`src/rtl/cbus_arbiter_rr_pkg.sv`:
```
// Shared CBus types and arbiter policy constants used by the bus converters and arbiters.
package cbus_arbiter_rr_pkg;

  localparam int ARB_RR    = 0;
  localparam int ARB_FIXED = 1;

  localparam int CBUS_ADDR_W = 32;
  localparam int CBUS_DATA_W = 32;
  localparam int CBUS_STRB_W = CBUS_DATA_W / 8;
  localparam int CBUS_LEN_W  = 8;

  // len counts beats minus one, so len=0 is a single-beat transfer.
  typedef struct packed {
    logic                   valid;
    logic                   we;
    logic [CBUS_ADDR_W-1:0] addr;
    logic [CBUS_DATA_W-1:0] wdata;
    logic [CBUS_STRB_W-1:0] wstrb;
    logic [CBUS_LEN_W-1:0]  len;
  } cbus_req_t;

  typedef struct packed {
    logic                   ready;
    logic                   last;
    logic                   err;
    logic [CBUS_DATA_W-1:0] rdata;
  } cbus_resp_t;

  // Adds step to idx modulo n; callers keep idx < n and step <= n.
  function automatic int wrap_inc(input int idx, input int step, input int n);
    int s;
    s = idx + step;
    if (s >= n) s = s - n;
    return s;
  endfunction

endpackage

```
`src/rtl/cbus_rr_pick.sv`:
```
// Combinational winner selection over a valid vector: round-robin from ptr, or lowest index first.
module cbus_rr_pick
  import cbus_arbiter_rr_pkg::*;
#(
  parameter int NUM_CH = 2,
  parameter int MODE   = ARB_RR,
  parameter int IDX_W  = $clog2(NUM_CH)
) (
  input  logic [NUM_CH-1:0] valid,
  input  logic [IDX_W-1:0]  ptr,
  output logic [IDX_W-1:0]  win_idx,
  output logic              win_valid
);

  // Fixed priority is just a round-robin scan that always starts at channel 0.
  always_comb begin
    int               base;
    int               cand;
    logic [IDX_W-1:0] cand_idx;
    win_idx   = '0;
    win_valid = 1'b0;
    base      = (MODE == ARB_FIXED) ? 0 : int'(ptr);
    for (int k = 0; k < NUM_CH; k++) begin
      cand     = wrap_inc(base, k, NUM_CH);
      cand_idx = IDX_W'(cand);
      if (!win_valid && valid[cand_idx]) begin
        win_valid = 1'b1;
        win_idx   = cand_idx;
      end
    end
  end

endmodule

```
`src/rtl/cbus_arbiter_rr.sv`:
```
// N-to-1 CBus arbiter: grants one master per transaction, holds it through the burst, routes the response back.
module cbus_arbiter_rr
  import cbus_arbiter_rr_pkg::*;
#(
  parameter int NUM_CH = 2,
  parameter int MODE   = ARB_RR,
  parameter int IDX_W  = $clog2(NUM_CH)
) (
  input  logic                          clk,
  input  logic                          reset,
  input  cbus_req_t  [NUM_CH-1:0]       ireqs,
  output cbus_resp_t [NUM_CH-1:0]       iresps,
  output cbus_req_t                     oreq,
  input  cbus_resp_t                    oresp,
  output logic [IDX_W-1:0]              grant_idx,
  output logic                          busy,
  output logic                          protocol_err
);

  typedef enum logic {
    IDLE = 1'b0,
    BUSY = 1'b1
  } state_t;

  state_t            state_q, state_d;
  logic [IDX_W-1:0]  rr_ptr_q, rr_ptr_d;
  logic [IDX_W-1:0]  grant_q, grant_d;
  logic [NUM_CH-1:0] req_valid;
  logic [IDX_W-1:0]  pick_idx;
  logic              pick_valid;
  logic              gnt_valid;
  logic              done;
  logic              abandon;
  logic [IDX_W-1:0]  next_ptr;

  always_comb begin
    req_valid = '0;
    for (int i = 0; i < NUM_CH; i++) req_valid[i] = ireqs[i].valid;
  end

  cbus_rr_pick #(
    .NUM_CH (NUM_CH),
    .MODE   (MODE),
    .IDX_W  (IDX_W)
  ) u_pick (
    .valid     (req_valid),
    .ptr       (rr_ptr_q),
    .win_idx   (pick_idx),
    .win_valid (pick_valid)
  );

  // Completion wins over abandonment when the master drops valid on its own last beat.
  assign gnt_valid = ireqs[grant_q].valid;
  assign done      = oresp.ready && oresp.last;
  assign abandon   = (state_q == BUSY) && !gnt_valid && !done;
  assign next_ptr  = IDX_W'(wrap_inc(int'(grant_q), 1, NUM_CH));
  assign grant_idx = grant_q;

  always_ff @(posedge clk) begin
    if (!reset) begin
      state_q  <= IDLE;
      rr_ptr_q <= '0;
      grant_q  <= '0;
    end else begin
      state_q  <= state_d;
      rr_ptr_q <= rr_ptr_d;
      grant_q  <= grant_d;
    end
  end

  always_comb begin
    state_d  = state_q;
    rr_ptr_d = rr_ptr_q;
    grant_d  = grant_q;
    case (state_q)
      IDLE: begin
        if (pick_valid) begin
          state_d = BUSY;
          grant_d = pick_idx;
        end
      end
      BUSY: begin
        if (done || abandon) begin
          state_d = IDLE;
          if (MODE == ARB_RR) rr_ptr_d = next_ptr;
        end
      end
      default: state_d = IDLE;
    endcase
  end

  // Gating on reset drops the grant in the very cycle reset is applied, not one cycle later.
  always_comb begin
    oreq         = '0;
    iresps       = '0;
    busy         = 1'b0;
    protocol_err = 1'b0;
    if (reset && state_q == BUSY) begin
      oreq            = ireqs[grant_q];
      iresps[grant_q] = oresp;
      busy            = 1'b1;
      protocol_err    = abandon;
    end
  end

endmodule

```
`config.mk`:
```
export PLATFORM = sky130hd
export DESIGN_NAME = cbus_arbiter_rr
export DESIGN_NICKNAME = d
export VERILOG_FILES = /design/src/rtl/cbus_arbiter_rr_pkg.sv /design/src/rtl/cbus_rr_pick.sv /design/src/rtl/cbus_arbiter_rr.sv
export SDC_FILE = /design/constraint.sdc
export NUM_CORES = 1
export LEC_CHECK = 0
export BUFFER_PORTS_ARGS = -buffer_cell sky130_fd_sc_hd__buf_2
export CORE_AREA = 10 10 127 129
export DETAILED_ROUTE_END_ITERATION = 7
export DIE_AREA = 0 0 137 139
export HOLD_SLACK_MARGIN = 0.1
export SLEW_MARGIN = 20
export SYNTH_ARGS = -nofsm -noshare
export SYNTH_HDL_FRONTEND = slang
export SYNTH_SLANG_ARGS = --single-unit
```
`constraint.sdc`:
```
create_clock -name clk -period 1.97 [get_ports clk]
set_clock_uncertainty 0.05 [all_clocks]
set_input_delay 0 -clock clk [delete_from_list [all_inputs] [get_ports clk]]
set_output_delay 0 -clock clk [all_outputs]
set_load 0.01 [all_outputs]
```
==> impl_results.md <==
- Yosys Warn Count: 0
- Status: finished, final reports clean
- Syn-to-layout area delta: 100%
- Post-synth top cells: mux2i_1, nor2_1, and2_1, and3_1, buf_6
- Final Hold Fails: 0
- Total Routing Usage GR: roughly a tenth
- Largest net degree at the start of global routing: between 60 and 70
- Xor-xnor portion of the synthesized cell area: 0%
- Synth area leaders: mux2i_1, nor2_1, and2_1
- Worst reg2reg path startpoint: grant_idx
- Die Y: 139 um
- Synth area leader: mux2i_1
- Syn avg cell area: approximately 6.8 um^2
- Setup TNS: 0 ns
- Largest family of logic cells by synthesized area: simple AND/OR/NAND/NOR gates
- Core Box Area: around 14000 um^2
- Antenna violations before repair: 1
- Dominant synthesized flop cell: dfxtp_1
- Peak VDD IR: 220 uV
- Post-synth cell types: 23
- Final Cycle Share: about 83%
- Die width: about 140 um
- Compound-Gate Fraction of Synth Area: roughly 2.1%
- DR vias: approximately 3.1k
- Worst EP required: 1.92 ns
- H-tree Lvls: 1
- Syn nets: ~470
- Max Freq: between 0.6 and 0.7 GHz
- Total wire length: between 10000 and 15000 um
- Mux cell area share after synthesis: 41.2%
- Clk Latency, worst-skew pair: between 0.2 and 0.25 ns
- Share of cells above drive strength 1: between 50 and 60%
- CP arrival: 1.59 ns
- Critical Path End: iresps[33]
- Min Tclk post-route: about 1.6 ns
- Post-DRT Antenna Nets: 0
- Nets: about 800
- Startpoint types: input pin
- Seq/Total Area, Yosys: around 3.2%
- I/O pins: around 340
- WHS: 0.128 ns
- Final Wtd Congestion: 0.871
- Wire per inst: around 15 um
- Initial drt markers: between 90 and 100
- Mapped Cells: 278
- Final max-slew violation count: 0
- Rel. slew slack: between 60% and 70%
- Reg2Reg Setup Slack: a little under 0.9 ns
- Post-layout util: roughly 28%
- Clock root buffer: clkbuf_16
- Hold Path Class: input pin to flop
- Synth Area in Adders: 0%
- Worst Tran Pin Value: 0.550 ns
- Pwr Density: approximately 300 nW/um^2
- Reg2reg path depth: 2
- Avg Vias per Cell: around 4.0
- Starting Density: between 10 and 15%
- CP startpoint: reset
- Drt pass-1 iters: 4
- Clk slew on worst S/H paths: around 0.030 ns
- Reg-to-reg endpoint: state_q
- Design area: about 3800 um^2
- TritonCTS clock tree: done
- First-pass GRT wire length: about 16000 um
- # Max-Cap Violations: 0
- Hold Crit Depth: 3
- DP Wirelength: slightly above 10000 um
- CTS buffer count: 3
- Top cell type's share of synthesized area: 41.2%
- Critical Path End Type: primary output
- Die footprint: 19000 um^2
- RSZ-0062 raised after global routing: false
- Crit Path Category: input pin to primary output
- I/O Buffers: between 300 and 400
- Setup violators final: 0
- Yosys reg bits: 3
- Simple-Gate Fraction of Synth Area: roughly 42%
- Placed cell areas: approximately 3700 um^2
- Fillers: around 1.5k
- Synth Cell Area: roughly 1900 um^2
- Async set-reset flop share out of synthesis: 0%
- Global route total overflow: 0
- Core Rows: 43
- Number of global-route vias before repair: 3198
- CP Max Fanout: 35
- Resized cells post-CTS: 0
- Post-synth EDFFs: 0
- Drc violations: 0
- Sinks on the clock net: 3
- Pleak: 2.38 nW
- Bufs on Longest Clock Path: 2
[placed cells by master, fill, tap and decap left out, drive strengths merged]
master and count:
dlygate4sd3 2, a31oi 2, buf 347, diode 1, o21ai 3, mux2i 78
nand2 3, dfxtp 3, and2 36, a21oi 1, nor2b 2, nor2 79
nand3b 1, or3 1, o21bai 1, and3 36, nand3 2, inv 3
clkbuf 4
[worst max-delay path, cell delays in order]
cell,delay (ns)
dlygate4sd3_1,0.55
buf_2,0.14
nand2_2,0.09
nor2_4,0.45
and2_1,0.21
buf_2,0.13
[power by group]
part | internal (W) | switching [W]
sequential | 0.0000674 | 0.0000107
clock | 0.000267 | 0.0000541
combinational | 0.000369 | 0.000366
[metrics by stage]
| step | setup WS, ns | instances | power (W) |
|---|---|---|---|
| after global placement | 0.607 | 778 | 0.000814 |
| after CTS | 0.271 | 784 | 0.00115 |
| after detailed placement | 0.550 | 778 | 0.000819 |
| after floorplan | 0.755 | 278 | 0.000482 |
| after global routing | 0.156 | 785 | 0.00123 |
| final | 0.333 | 785 | 0.00113 |
[area by class of cell]
class	count	area, um^2	area share [%]
tap	180	225	5.93
timing repair buffer	349	1790	47.2
multi-input combinational	245	1630	42.8
clock buffer	4	78.8	2.08
sequential	3	63.8	1.68
antenna	1	2.50	0.0659
inverter	3	11.3	0.296
[sequential cells by signal (all words and copies together) (netlist names)]
| signal | count |
|---|---|
| state_q | 1 |
| grant_idx | 1 |
| rr_ptr_q | 1 |
[logic make-up after synthesis]
logic type / count (synthesis)
AND/OR/NAND/NOR: 160
multiplexers: 78
buffers and inverters: 30
AO/OA/AOI/OAI: 7
flip-flops: 3
[worst min-delay path by stage]
| stage | slack [ns] | start | end |
|---|---|---|---|
| after floorplan | 0.09 | oresp[0] | iresps[0] |
| after global placement | 0.25 | oresp[21] | iresps[21] |
| after detailed placement | 0.25 | oresp[1] | iresps[1] |
| after CTS | 0.12 | ireqs[77] | state_q |
| after global routing | 0.16 | ireqs[77] | state_q |
| final | 0.13 | ireqs[77] | state_q |
[metal layers]
| metal | global-route usage, % | vias to the layer above | wire length (um) | share of wire [%] |
|---|---|---|---|---|
| met4 | 3.22 | 0 | 229 | 2.0 |
| met1 | 9.55 | 1318 | 3840 | 33 |
| li1 | - | 1598 | - | - |
| met3 | 5.29 | 14 | 1850 | 16 |
| met5 | 0 | - | 0 | 0 |
| met2 | 19.2 | 215 | 5680 | 49 |
[what timing repair did]
item / CTS / global route
hold buffers: 2 / 0
hold endpoints to repair: 3 / 0
setup endpoints to repair: 0 / 0
buffers inserted: 0 / 0
Power figures use the tool's default switching activity.
